$ cat config.mk
export PLATFORM = sky130hd
export DESIGN_NAME = tpu_host_seq
export DESIGN_NICKNAME = d
export VERILOG_FILES = /design/src/rtl/tpu_host_seq.sv
export SDC_FILE = /design/constraint.sdc
export NUM_CORES = 1
export LEC_CHECK = 0
export CORE_MARGIN = 10
export CORE_UTILIZATION = 40
export CTS_BUF_LIST = sky130_fd_sc_hd__clkbuf_16
export CTS_CLUSTER_DIAMETER = 120
export DETAILED_ROUTE_END_ITERATION = 10
export GPL_TIMING_DRIVEN = 0
export PLACE_DENSITY_LB_ADDON = 0.2
export SYNTH_ARGS = -nofsm -noshare
export SYNTH_HDL_FRONTEND = slang
export SYNTH_SLANG_ARGS = --single-unit
$ cat constraint.sdc
create_clock -name clk -period 2.8 [get_ports clk]
set_input_delay 0.56 -clock clk [delete_from_list [all_inputs] [get_ports clk]]
set_output_delay 0.56 -clock clk [all_outputs]
set_load 0.01 [all_outputs]
$ cat src/rtl/tpu_host_seq.sv
// tpu_host_seq: sequences one complete matrix job onto the TPU memory-mapped slave port.
// Latency: each A/B write hits the bus one cycle after its input handshake; a C readback word
//   is valid two cycles after its read address, which follows the start write by WAIT_CYC+1.
// Backpressure: in_ready is low whenever the block owns the bus; out_valid is held, with the
//   bus idle, until out_ready.
//
// Ports:
//   clk, rst_n            clock, asynchronous active-low reset
//   start / busy / done   job request (ignored while busy), job in progress, end-of-job pulse
//   in_data/valid/ready   operand stream: DIM A rows, DIM B rows, then C rows as lo/hi halves
//   out_data/valid/ready  C half-row readback stream, k = 0 .. 2*DIM-1
//   tpu_addr/r_w/wdata    registered slave bus (all zero when idle); tpu_rdata slave read data
//
// Build option TPU_HOST_ZERO_C_EN: the stream carries only A and B rows; the block writes all
// 2*DIM C half-rows back-to-back with zero data.
module tpu_host_seq #(
  parameter int DIM      = 8,
  parameter int DATAW    = 64,
  parameter int ADDRW    = 16,
  parameter int WAIT_CYC = 3*DIM
) (
  input  logic             clk,
  input  logic             rst_n,
  input  logic             start,
  output logic             busy,
  output logic             done,
  input  logic [DATAW-1:0] in_data,
  input  logic             in_valid,
  output logic             in_ready,
  output logic [DATAW-1:0] out_data,
  output logic             out_valid,
  input  logic             out_ready,
  output logic [ADDRW-1:0] tpu_addr,
  output logic             tpu_r_w,
  output logic [DATAW-1:0] tpu_wdata,
  input  logic [DATAW-1:0] tpu_rdata
);

  localparam int CW = (DIM > 1) ? $clog2(2*DIM) : 1;
  localparam int WW = $clog2(WAIT_CYC + 1);

  localparam logic [ADDRW-1:0] BASE_A  = ADDRW'(16'h0100);
  localparam logic [ADDRW-1:0] BASE_B  = ADDRW'(16'h0200);
  localparam logic [ADDRW-1:0] BASE_C  = ADDRW'(16'h0300);
  localparam logic [ADDRW-1:0] ADDR_GO = ADDRW'(16'h0400);

  localparam logic [CW-1:0] LAST_ROW  = CW'(DIM - 1);
  localparam logic [CW-1:0] LAST_HALF = CW'(2*DIM - 1);
  localparam logic [WW-1:0] WAIT_LAST = WW'(WAIT_CYC);

  typedef enum logic [3:0] {
    IDLE, LOAD_A, LOAD_B, C_LO, C_HI, C_WR, GO, WAIT, RD_ADDR, RD_CAP, OUT, FIN
  } state_t;

  state_t           state, state_nxt;
  logic [CW-1:0]    cnt, cnt_nxt, cnt_inc;
  logic [WW-1:0]    wait_cnt, wait_nxt;
  logic [ADDRW-1:0] addr_nxt;
  logic             r_w_nxt;
  logic [DATAW-1:0] wdata_nxt;
  logic             cap;

`ifndef TPU_HOST_ZERO_C_EN
  logic [DATAW-1:0] c_lo_buf, c_lo_nxt;
  logic [DATAW-1:0] c_hi_buf, c_hi_nxt;
`endif

  assign cnt_inc   = cnt + 1'b1;
  assign busy      = (state != IDLE);
  assign done      = (state == FIN);
  assign out_valid = (state == OUT);

  always_comb begin
    state_nxt = state;
    cnt_nxt   = cnt;
    wait_nxt  = wait_cnt;
    addr_nxt  = '0;
    r_w_nxt   = 1'b0;
    wdata_nxt = '0;
    in_ready  = 1'b0;
    cap       = 1'b0;
`ifndef TPU_HOST_ZERO_C_EN
    c_lo_nxt  = c_lo_buf;
    c_hi_nxt  = c_hi_buf;
`endif
    case (state)
      IDLE: begin
        if (start) begin
          state_nxt = LOAD_A;
          cnt_nxt   = '0;
        end
      end
      LOAD_A: begin
        in_ready = 1'b1;
        if (in_valid) begin
          addr_nxt  = BASE_A + (ADDRW'(cnt) << 3);
          r_w_nxt   = 1'b1;
          wdata_nxt = in_data;
          if (cnt == LAST_ROW) begin
            cnt_nxt   = '0;
            state_nxt = LOAD_B;
          end else begin
            cnt_nxt = cnt_inc;
          end
        end
      end
      LOAD_B: begin
        in_ready = 1'b1;
        if (in_valid) begin
          addr_nxt  = BASE_B + (ADDRW'(cnt) << 3);
          r_w_nxt   = 1'b1;
          wdata_nxt = in_data;
          if (cnt == LAST_ROW) begin
            cnt_nxt = '0;
`ifdef TPU_HOST_ZERO_C_EN
            state_nxt = C_WR;
`else
            state_nxt = C_LO;
`endif
          end else begin
            cnt_nxt = cnt_inc;
          end
        end
      end
`ifndef TPU_HOST_ZERO_C_EN
      C_LO: begin
        in_ready = 1'b1;
        if (in_valid) begin
          c_lo_nxt  = in_data;
          state_nxt = C_HI;
        end
      end
      C_HI: begin
        // The low-half write is launched here so that it lands on the bus in C_WR and the
        // high half follows on the very next cycle, keeping the pair adjacent.
        in_ready = 1'b1;
        if (in_valid) begin
          c_hi_nxt  = in_data;
          addr_nxt  = BASE_C + (ADDRW'(cnt) << 4);
          r_w_nxt   = 1'b1;
          wdata_nxt = c_lo_buf;
          state_nxt = C_WR;
        end
      end
      C_WR: begin
        addr_nxt  = BASE_C + (ADDRW'(cnt) << 4) + ADDRW'(8);
        r_w_nxt   = 1'b1;
        wdata_nxt = c_hi_buf;
        if (cnt == LAST_ROW) begin
          cnt_nxt   = '0;
          state_nxt = GO;
        end else begin
          cnt_nxt   = cnt_inc;
          state_nxt = C_LO;
        end
      end
`else
      C_WR: begin
        // Zero-fill: one half-row per cycle, lo/hi order falls out of the 8-byte stride.
        addr_nxt = BASE_C + (ADDRW'(cnt) << 3);
        r_w_nxt  = 1'b1;
        if (cnt == LAST_HALF) begin
          cnt_nxt   = '0;
          state_nxt = GO;
        end else begin
          cnt_nxt = cnt_inc;
        end
      end
`endif
      GO: begin
        addr_nxt  = ADDR_GO;
        r_w_nxt   = 1'b1;
        wait_nxt  = '0;
        state_nxt = WAIT;
      end
      WAIT: begin
        // One extra WAIT cycle launches the first read address, so the bus shows exactly
        // WAIT_CYC idle cycles between the start write and that address.
        if (wait_cnt == WAIT_LAST) begin
          addr_nxt  = BASE_C + (ADDRW'(cnt) << 3);
          state_nxt = RD_ADDR;
        end else begin
          wait_nxt = wait_cnt + 1'b1;
        end
      end
      RD_ADDR: begin
        addr_nxt  = BASE_C + (ADDRW'(cnt) << 3);
        state_nxt = RD_CAP;
      end
      RD_CAP: begin
        cap       = 1'b1;
        state_nxt = OUT;
      end
      OUT: begin
        if (out_ready) begin
          if (cnt == LAST_HALF) begin
            cnt_nxt   = '0;
            state_nxt = FIN;
          end else begin
            cnt_nxt   = cnt_inc;
            addr_nxt  = BASE_C + (ADDRW'(cnt_inc) << 3);
            state_nxt = RD_ADDR;
          end
        end
      end
      FIN: begin
        state_nxt = IDLE;
      end
      default: begin
        state_nxt = IDLE;
      end
    endcase
  end

  always_ff @(posedge clk or negedge rst_n) begin
    if (!rst_n) begin
      state     <= IDLE;
      cnt       <= '0;
      wait_cnt  <= '0;
      tpu_addr  <= '0;
      tpu_r_w   <= 1'b0;
      tpu_wdata <= '0;
      out_data  <= '0;
`ifndef TPU_HOST_ZERO_C_EN
      c_lo_buf  <= '0;
      c_hi_buf  <= '0;
`endif
    end else begin
      state     <= state_nxt;
      cnt       <= cnt_nxt;
      wait_cnt  <= wait_nxt;
      tpu_addr  <= addr_nxt;
      tpu_r_w   <= r_w_nxt;
      tpu_wdata <= wdata_nxt;
      if (cap) begin
        out_data <= tpu_rdata;
      end
`ifndef TPU_HOST_ZERO_C_EN
      c_lo_buf  <= c_lo_nxt;
      c_hi_buf  <= c_hi_nxt;
`endif
    end
  end

endmodule

==> summary.txt <==
Timing
  – Max_slew headroom: 0.490
  – Worst Hold Slack: 0.481 ns
  – Hold Fails Final Rpt: 0
  – Final setup fails: 0
  – Fin crit period: 2.70 ns
  – Tcrit/Tclk final: 0.964
  – Pins Over Slew Limit: 0
  – Setup TNS Final: 0 ns
  – Worst Skew: 0.00923 ns
  – Pin slew with the least headroom to its limit: ~0.76 ns
  – Max Freq: 371 MHz
  – RSZ-0062 raised after global routing: no

Worst setup path
  – Setup crit start: state[3]
  – Worst setup path category: flip-flop to output pin
  – CP Data Arrival Time: 2.14 ns
  – CP Launch Type: flip-flop
  – CP Max Fanout: 10
  – Critical Path Sink Type: output pin
  – Reg-to-reg startpoint: state[3]
  – Data required, critical path: about 2.2 ns

Route
  – DRC violations left: 0
  – Via count: between 7000 and 8000
  – Antenna-violating nets left: 0
  – Vias per inst: 5.08
  – WL/cell: 20.3 um
  – Total Wirelength: 30.5 mm
  – Drt pass-1 iters: 7
  – Initial DRC Count: around 680

Logic synthesis
  – Top post-synthesis cells by area: dfrtp_1 62%, mux2_2 13%, mux2_4 6.5%, a222oi_1 5.8%, inv_1 2.5%
  – Avg Inst Size Synth: 14.4 um2
  – Cell taking the most area after synthesis: dfrtp_1
  – EDFF count, synth: 0
  – Top-count cell post-synth: dfrtp_1
  – Synth Flop Type: dfrtp_1
  – Ys async rst share: 1.00
  – Post-synthesis sequential area ratio: 0.615
  – Synthesized area: 11300 um2
  – Yosys cell types: between 50 and 60
  – Synth cell count leaders: 278 x dfrtp_1, 133 x mux2_2, 76 x inv_1, 65 x a222oi_1, 49 x mux2_4
  – Mapped Cells: 787
  – Number of synthesized register bits: 278
  – Yosys warnings: 0
  – Yosys top cell area share: 0.615

CTS
  – H-tree levels: 1
  – Post-CTS setup buffer count: 0
  – CTS tree: yes
  – Count of clock tree sinks: approximately 280
  – CTS max path bufs: 3
  – Worst skew pair latency: 0.54 ns
  – CTS root buffer: clkbuf_16
  – CTS clk-pin slew, worst paths: 0.06 ns
  – CTS Buf Count: 30

Floorplan
  – Die Y: between 150 and 200 um
  – Die area: 35400 um2
  – Core box area: 27900 um2
  – I/O Pins: 282
  – Die Width: 188 um
  – # rows: 61
  – Starting Density: 0.406

Pwr
  – Pwr Total: 16200 uW
  – Pleak: 0.00735 uW
  – Pwr Density: 1040 nW/um2
  – Maximum vdd drop: 0.521 mV

Global routing
  – Total congestion overflow: 0
  – Initial antenna violation count: 4
  – Vias in the first global route: 8162
  – Largest net degree at the start of global routing: 110
  – Overall routing resource usage: 0.169
  – First-pass GRT wire length: roughly 48 mm

Layout
  – Layout Cells excl Fill: 1503
  – Layout cells sized above 1: 0.240
  – Finished Core Util: 0.558
  – Area grow syn2layout: 37.5%
  – Nets: 1237

Placement
  – Port bufs: 272
  – HPWL after DPL: 21.7 mm
  – Inst Count DP: between 1000 and 1500
  – Placer's final routability congestion estimate: slightly above 0.8

Status
  – Status: finished clean

Hold path
  – Hold Crit Class: input pin to flip-flop
  – Min-delay src: in_valid

Flow run
  – Max_cap viols: 0
power breakdown:
group | switching, uW | internal [uW] | leakage (uW) | total, uW
clock | 1570 | 2170 | 0.000483 | 3740
combinational | 2510 | 3430 | 0.00336 | 5940
sequential | 841 | 5710 | 0.00351 | 6550
total | 4920 | 11300 | 0.00735 | 16200
what timing repair did:
action | in CTS | in global routing
endpoints found under the hold margin | 60 | 0
hold buffers | 1 | 0
setup endpoints to repair | 4 | 10
gates resized for setup | 4 | 5
logic make-up after synthesis:
group           after synthesis  share of synthesized area
flops                       278                      0.615
mux                         196                      0.211
buf+inv                     138                     0.0542
compound gates              101                     0.0796
simple gates                 65                     0.0311
xor+xnor                      5                    0.00454
fa+ha+maj                     3                    0.00332
other cells                   1                   0.000332
per-stage QoR:
step / instance area [um2] / setup WS [ns]
global route: 15500 / 0.00601
finish: 15500 / 0.101
detailed placement: 14600 / -0.113
floorplan: 11300 / 0.601
CTS: 15500 / 0.0452
global placement: 14500 / -11.04
routing by layer:
metal  global-route usage  wire (um)
met5                    0         34
met4               0.0369        395
met3               0.0610       2850
met2                0.272      14200
met1                0.213      13100
state kept, by name, summed over array words and instances (netlist names):
| name | cells |
|---|---|
| c_hi_buf | 64 |
| c_lo_buf | 64 |
| out_data | 64 |
| tpu_wdata | 64 |
| tpu_addr | 8 |
| wait_cnt | 5 |
| cnt | 4 |
| state | 4 |
| tpu_r_w | 1 |
worst paths after layout:
kind	to	slack, ns	depth (start not counted)
setup reg to reg	tpu_wdata[49]	0.16	7
hold reg to reg	c_lo_buf[2]	0.49	1
min in group asynchronous	out_data[35]	0.55	2
setup / recovery	done	0.10	4
hold / removal	tpu_r_w	0.48	3
max in group asynchronous	tpu_wdata[15]	1.30	3
cell usage in the layout (no fill, tap or decap), drive strengths merged, types with 2 or more instances in the layout:
| cell type | instances |
|---|---|
| dfrtp | 278 |
| clkdlybuf4s50 | 270 |
| mux2 | 195 |
| inv | 82 |
| a222oi | 65 |
| clkbuf | 55 |
| buf | 41 |
| nor2 | 22 |
| o21ai | 15 |
| clkinv | 15 |
| nand2 | 9 |
| conb | 8 |
| a21oi | 7 |
| nor3 | 7 |
| nand3 | 5 |
| nand2b | 4 |
| xor2 | 4 |
| ha | 3 |
| nand4b | 2 |
| or3 | 2 |
| and3b | 2 |
| a211o | 2 |
| and3 | 2 |
| o22ai | 2 |
| a32o | 2 |
| nand4 | 2 |
| bufinv | 2 |
| o311ai | 2 |
final cells by class:
class	count	area, um2
fillers	2271	12300
flip-flops and latches	278	6960
multi-input cells	378	3760
repair buffers	275	2790
clock buffers	31	776
well taps	378	473
plain buffers	62	332
inverters	76	285
clock inverters	24	159
diodes	1	2.50
critical path, cell delays in order (launching register included):
cell	delay [ns]
dfrtp_2	0.44
buf_2	0.23
nand2b_1	0.18
nor2_1	0.19
clkdlybuf4s50_1	0.56
Power figures use the tool's default switching activity.
==> variant 1, RTL diff (same settings) <==
Add a define of `TPU_HOST_ZERO_C_EN`.
--- a/src/rtl/tpu_host_seq.sv
+++ b/src/rtl/tpu_host_seq.sv
@@ -13,6 +13,8 @@
 //
 // Build option TPU_HOST_ZERO_C_EN: the stream carries only A and B rows; the block writes all
 // 2*DIM C half-rows back-to-back with zero data.
+`define TPU_HOST_ZERO_C_EN
+
 module tpu_host_seq #(
   parameter int DIM      = 8,
   parameter int DATAW    = 64,
Formal check against the unedited RTL: same outputs for any inputs over 10 cycles, from zero or initial values and one cycle with rst_n low; that may be too few to reach the edited logic, so the function may still have changed.
==> variant 1 against the unedited design <==
Core utilization up 9.7 points. Highest routed layer is now met4. Non-clock buffer count decreased by 28. Setup slack improved by 0.033 ns. Routed wire length decreased by 36%. Cell area decreased by 39%. Total power fell by 53%. Area after synthesis decreased by 48%. Sequential power down 58%. Critical endpoint is now in_ready. Sequential cell count decreased by 129.
==> variant 1: results (changes against the unedited design) <==
* Status: finished, final reports clean (unchanged)
* Leak at 4.50 nW (was 7.35 nW)
* Largest net degree at the start of global routing at 100 (was 110)
* Wirelength, routed at 19.5 mm (was 30.5 mm)
* Fraction of cell area in non-clock buffers at 0.314 (was 0.201)
* Share of cells above drive strength 1 at 0.172 (was 0.240)
* Critical Path AT at 2.11 ns (was 2.14 ns)
* Nets at 869 (was 1,237)
* CP peak stage delay at 0.52 ns (was 0.56 ns)
* Fin Hold WS at 0.0782 ns (was 0.481 ns)
* CP Max Fanout at 11 (was 10)
* FF+latch area at 3730 um^2 (was 6960 um^2)
* Clkbuf count at 17 (was 31)
* WL met2 at 10.4 mm (was 14.2 mm)
* Synth Instances at 434 (was 787)
* FF+latch count, synth at 149 (was 278)
* Place WS at 0.317 ns (was -0.113 ns)
* Avg WL per Cell at 20.9 um (was 20.3 um)
* Commonest cells in the synthesized netlist: 149 x dfrtp_1, 65 x and3_1, 60 x mux2_2, 17 x nand2_1, 16 x buf_4 (was 278 x dfrtp_1, 133 x mux2_2, 76 x inv_1, 65 x a222oi_1, 49 x mux2_4)
* Internal at 5.39 mW (was 11.3 mW)
* Placed instance area at 8860 um^2 (was 14,600 um^2)
* Multi-input comb cells at 251 (was 378)
* H-tree levels at 4 (was 1)
* Total power per unit cell area at 812 nW/um^2 (was 1040 nW/um^2)
* Met1 WL at 7.34 mm (was 13.1 mm)
* CTS buffer count at 17 (was 30)
* Non-clk invs at 5 (was 76)
* Resized cells post-CTS at 0 (was 4)
* DIE AREA at 19,900 um^2 (was 35,400 um^2)
-- variant 1: cell count changes after synthesis, moves of 5 or more --
cell and change:
buf_1 -6, buf_4 +8, nand2_1 +9, inv_1 -72, mux2_2 -73, dfrtp_1 -129, nor2_1 -7, buf_2 -12
clkbuf_1 -11, nor3_1 -5, and3_1 +63, a222oi_1 -65, mux2_1 -9, mux2_4 -49
-- variant 1: cells by family (layout without fill, tap and decap cells) --
group / count (synthesis) / after routing / synth area share
simple gates: 130 / 130 / 0.131
compound gates: 43 / 43 / 0.0580
xor+xnor: 2 / 2 / 0.00299
other cells: 1 / 10 / 0.000641
buf+inv: 42 / 346 / 0.0406
mux: 64 / 64 / 0.123
fa+ha+maj: 3 / 3 / 0.00642
flops: 149 / 149 / 0.637
-- variant 1: worst reg2reg max path: cells and delay by family (launching register included) --
family | cells | cell delay (ns)
simple gates | 2 | 0.45
compound gates | 1 | 0.28
buf+inv | 4 | 0.76
flops | 1 | 0.38
==> variant 2, RTL diff (same settings) <==
Without the edit above. Compare `cnt` against `LAST_ROW` with >= in place of ==.
--- a/src/rtl/tpu_host_seq.sv
+++ b/src/rtl/tpu_host_seq.sv
@@ -96,7 +96,7 @@
           addr_nxt  = BASE_A + (ADDRW'(cnt) << 3);
           r_w_nxt   = 1'b1;
           wdata_nxt = in_data;
-          if (cnt == LAST_ROW) begin
+          if (cnt >= LAST_ROW) begin
             cnt_nxt   = '0;
             state_nxt = LOAD_B;
           end else begin
Behaviour: no difference found for any inputs over 4 cycles, from zero or initial values and one cycle with rst_n low; that may be too few to reach the edited logic, so the function may still have changed.
==> variant 2 against the unedited design <==
The run now ends with negative hold slack left. Clock skew up 0.0017 ns. Via count rose by 1.8%. Sequential cell count did not move. Routed wire length rose by 3.3%. Core utilization increased by 0.17 points. Die area is 0.86% higher. Cell area grew 0.57%. Total power is 12% lower. Area after synthesis up 0.96%. Setup slack improved by 0.019 ns.
==> variant 2: results (changes against the unedited design) <==
* Slew at the pin closest to its max-slew limit at 0.657 ns (was 0.762 ns)
* H-tree levels at 1 (unchanged)
* First-pass GRT wire length at 49.1 mm (was 47.9 mm)
* Fillers at 2,369 (was 2,271)
* Root Driver: clkbuf_16 (unchanged)
* CTS buffer count at 31 (was 30)
* Largest net degree at the start of global routing at 121 (was 110)
* Vias in the first global route at 8,307 (was 8,162)
* Synth warn at 0 (unchanged)
* Max VDD drop at 0.495 mV (was 0.521 mV)
* Register area share after synthesis at 0.610 (was 0.615)
* Initial antenna violation count at 1 (was 4)
* Hold WC Path Type: primary input to async pin (was primary input to flop)
* Highest routing layer actually used: met4 (was met5)
* Final hold violation count at 1 (was 0)
* Finished Layout Cells at 1,515 (was 1,503)
* Avg WL per Cell at 20.8 um (was 20.3 um)
* Iteration-0 DRC Markers at 607 (was 677)
* Share of cells above drive strength 1 at 0.260 (was 0.240)
* Commonest cells in the synthesized netlist: 278 x dfrtp_1, 152 x mux2_2, 72 x inv_1, 64 x a222oi_1, 38 x mux2_4 (was 278 x dfrtp_1, 133 x mux2_2, 76 x inv_1, 65 x a222oi_1, 49 x mux2_4)
* Status: finished, violations left (was finished, final reports clean)
* CP peak stage delay at 0.54 ns (was 0.56 ns)
* HPWL after DPL at 22.8 mm (was 21.7 mm)
* WL met2 at 14.7 mm (was 14.2 mm)
* Met1 WL at 13.8 mm (was 13.1 mm)
* Place WS at -0.138 ns (was -0.113 ns)
* Synthesized area per cell at 14.3 um^2 (was 14.4 um^2)
* Via count at 7,775 (was 7,636)
* Nets at 1,247 (was 1,237)
* Setup Skew at 0.0109 ns (was 0.00923 ns)
* Failing checks: negative hold slack
* Insertion delay to the later sink of the worst-skew pair at 0.55 ns
* RePlAce Congestion at 0.868 (was 0.815)
* Fin Hold WS at -0.00103 ns (was 0.481 ns)
* Area contributors post-synth: dfrtp_1 61%, mux2_2 15%, a222oi_1 5.6%, mux2_4 5.0%, inv_1 2.4% (was dfrtp_1 62%, mux2_2 13%, mux2_4 6.5%, a222oi_1 5.8%, inv_1 2.5%)
* Critical Path AT at 2.12 ns (was 2.14 ns)
* Drt first pass iters at 7 (unchanged)
* Max Cap Viol at 0 (unchanged)
* Clock tree buffer depth at 3 (unchanged)
* Worst-path clk slew at 0.06 ns (about the same)
* Post-synth cell types at 61 (was 51)
* Met3 WL at 2.69 mm (was 2.85 mm)
* GRT Util Overall at 0.171 (was 0.169)
* I/O Buffers at 273 (was 272)
* Leak at 7.50 nW (was 7.35 nW)
* FFs w/ async S/R, synth at 1.00 (unchanged)
## variant 2: changes by cell type after synthesis, sizes merged, moves of 5 or more
cell and change:
o21ai -10, nand2 +6, buf +18, nor2b +7, nor2 -8, nor3 -5
clkbuf -16
## variant 2: worst max-delay path, delay by kind of cell (launching register included)
family                 cells  cell delay [ns]
DFF                        1             0.38
buffers and inverters      3             1.03
and+or+nand+nor            2             0.16
## variant 2: final timing paths
path                        startpoint             to  slack, ns  cells after the start
hold reg to reg            c_lo_buf[9]   tpu_wdata[9]       0.48                      2
setup / recovery              state[2]           busy       0.12                      5
setup reg to reg              state[1]  tpu_wdata[59]       0.59                      7
min in group clk           c_lo_buf[9]   tpu_wdata[9]       0.48                      2
hold / removal                   rst_n   out_data[60]     -0.001                      1
max in group asynchronous        rst_n   c_hi_buf[46]       1.75                      2
## variant 2: cell type report
cell class / count / area (um^2) / area share
Sequential cell: 278 / 6960 / 0.445
Timing Repair Buffer: 275 / 2790 / 0.179
Buffer: 64 / 389 / 0.0249
Antenna cell: 1 / 2.50 / 0.000160
Inverter: 72 / 270 / 0.0173
Clock inverter: 27 / 145 / 0.00929
Multi-Input combinational cell: 389 / 3820 / 0.245
Tap cell: 378 / 473 / 0.0303
Clock buffer: 31 / 776 / 0.0496
## variant 2: power breakdown
part           internal [mW]  total (mW)  switching [mW]
registers               5.37        6.01           0.645
logic                   2.55        4.52            1.97
clock network           2.09        3.68            1.60
## variant 2: cells by family (layout without fill, tap and decap cells)
kind of cell             after synthesis  in the layout  synth area share
XOR/XNOR                               5              5           0.00384
AO/OA/AOI/OAI                        105            105            0.0847
other                                  1              9          0.000329
adder cells (fa/ha/maj)                3              3           0.00329
AND/OR/NAND/NOR                       75             75            0.0376
flip-flops                           278            278             0.610
multiplexers                         193            193             0.203
buffers and inverters                136            469            0.0577
## variant 2: timing repair
item	4_1_cts	5_1_grt
hold endpoints to repair	0	0
setup endpoints to repair	1	1
gates resized for setup	1	2
## variant 2: routing by layer
layer  up-vias  GRT usage
met5         -          0
met4         0     0.0330
met3        34     0.0540
met2       289      0.279
met1      3936      0.221
li1       3516          -
## variant 2: stage by stage
| step | setup TNS, ns | cell area (um^2) |
|---|---|---|
| 6_report | 0 | 15600 |
| 5_1_grt | 0 | 15600 |
| 4_1_cts | 0 | 15600 |
| 3_5_place_dp | -5.14 | 14700 |
| 3_3_place_gp | -3090.09 | 14600 |
| 2_1_floorplan | 0 | 11400 |
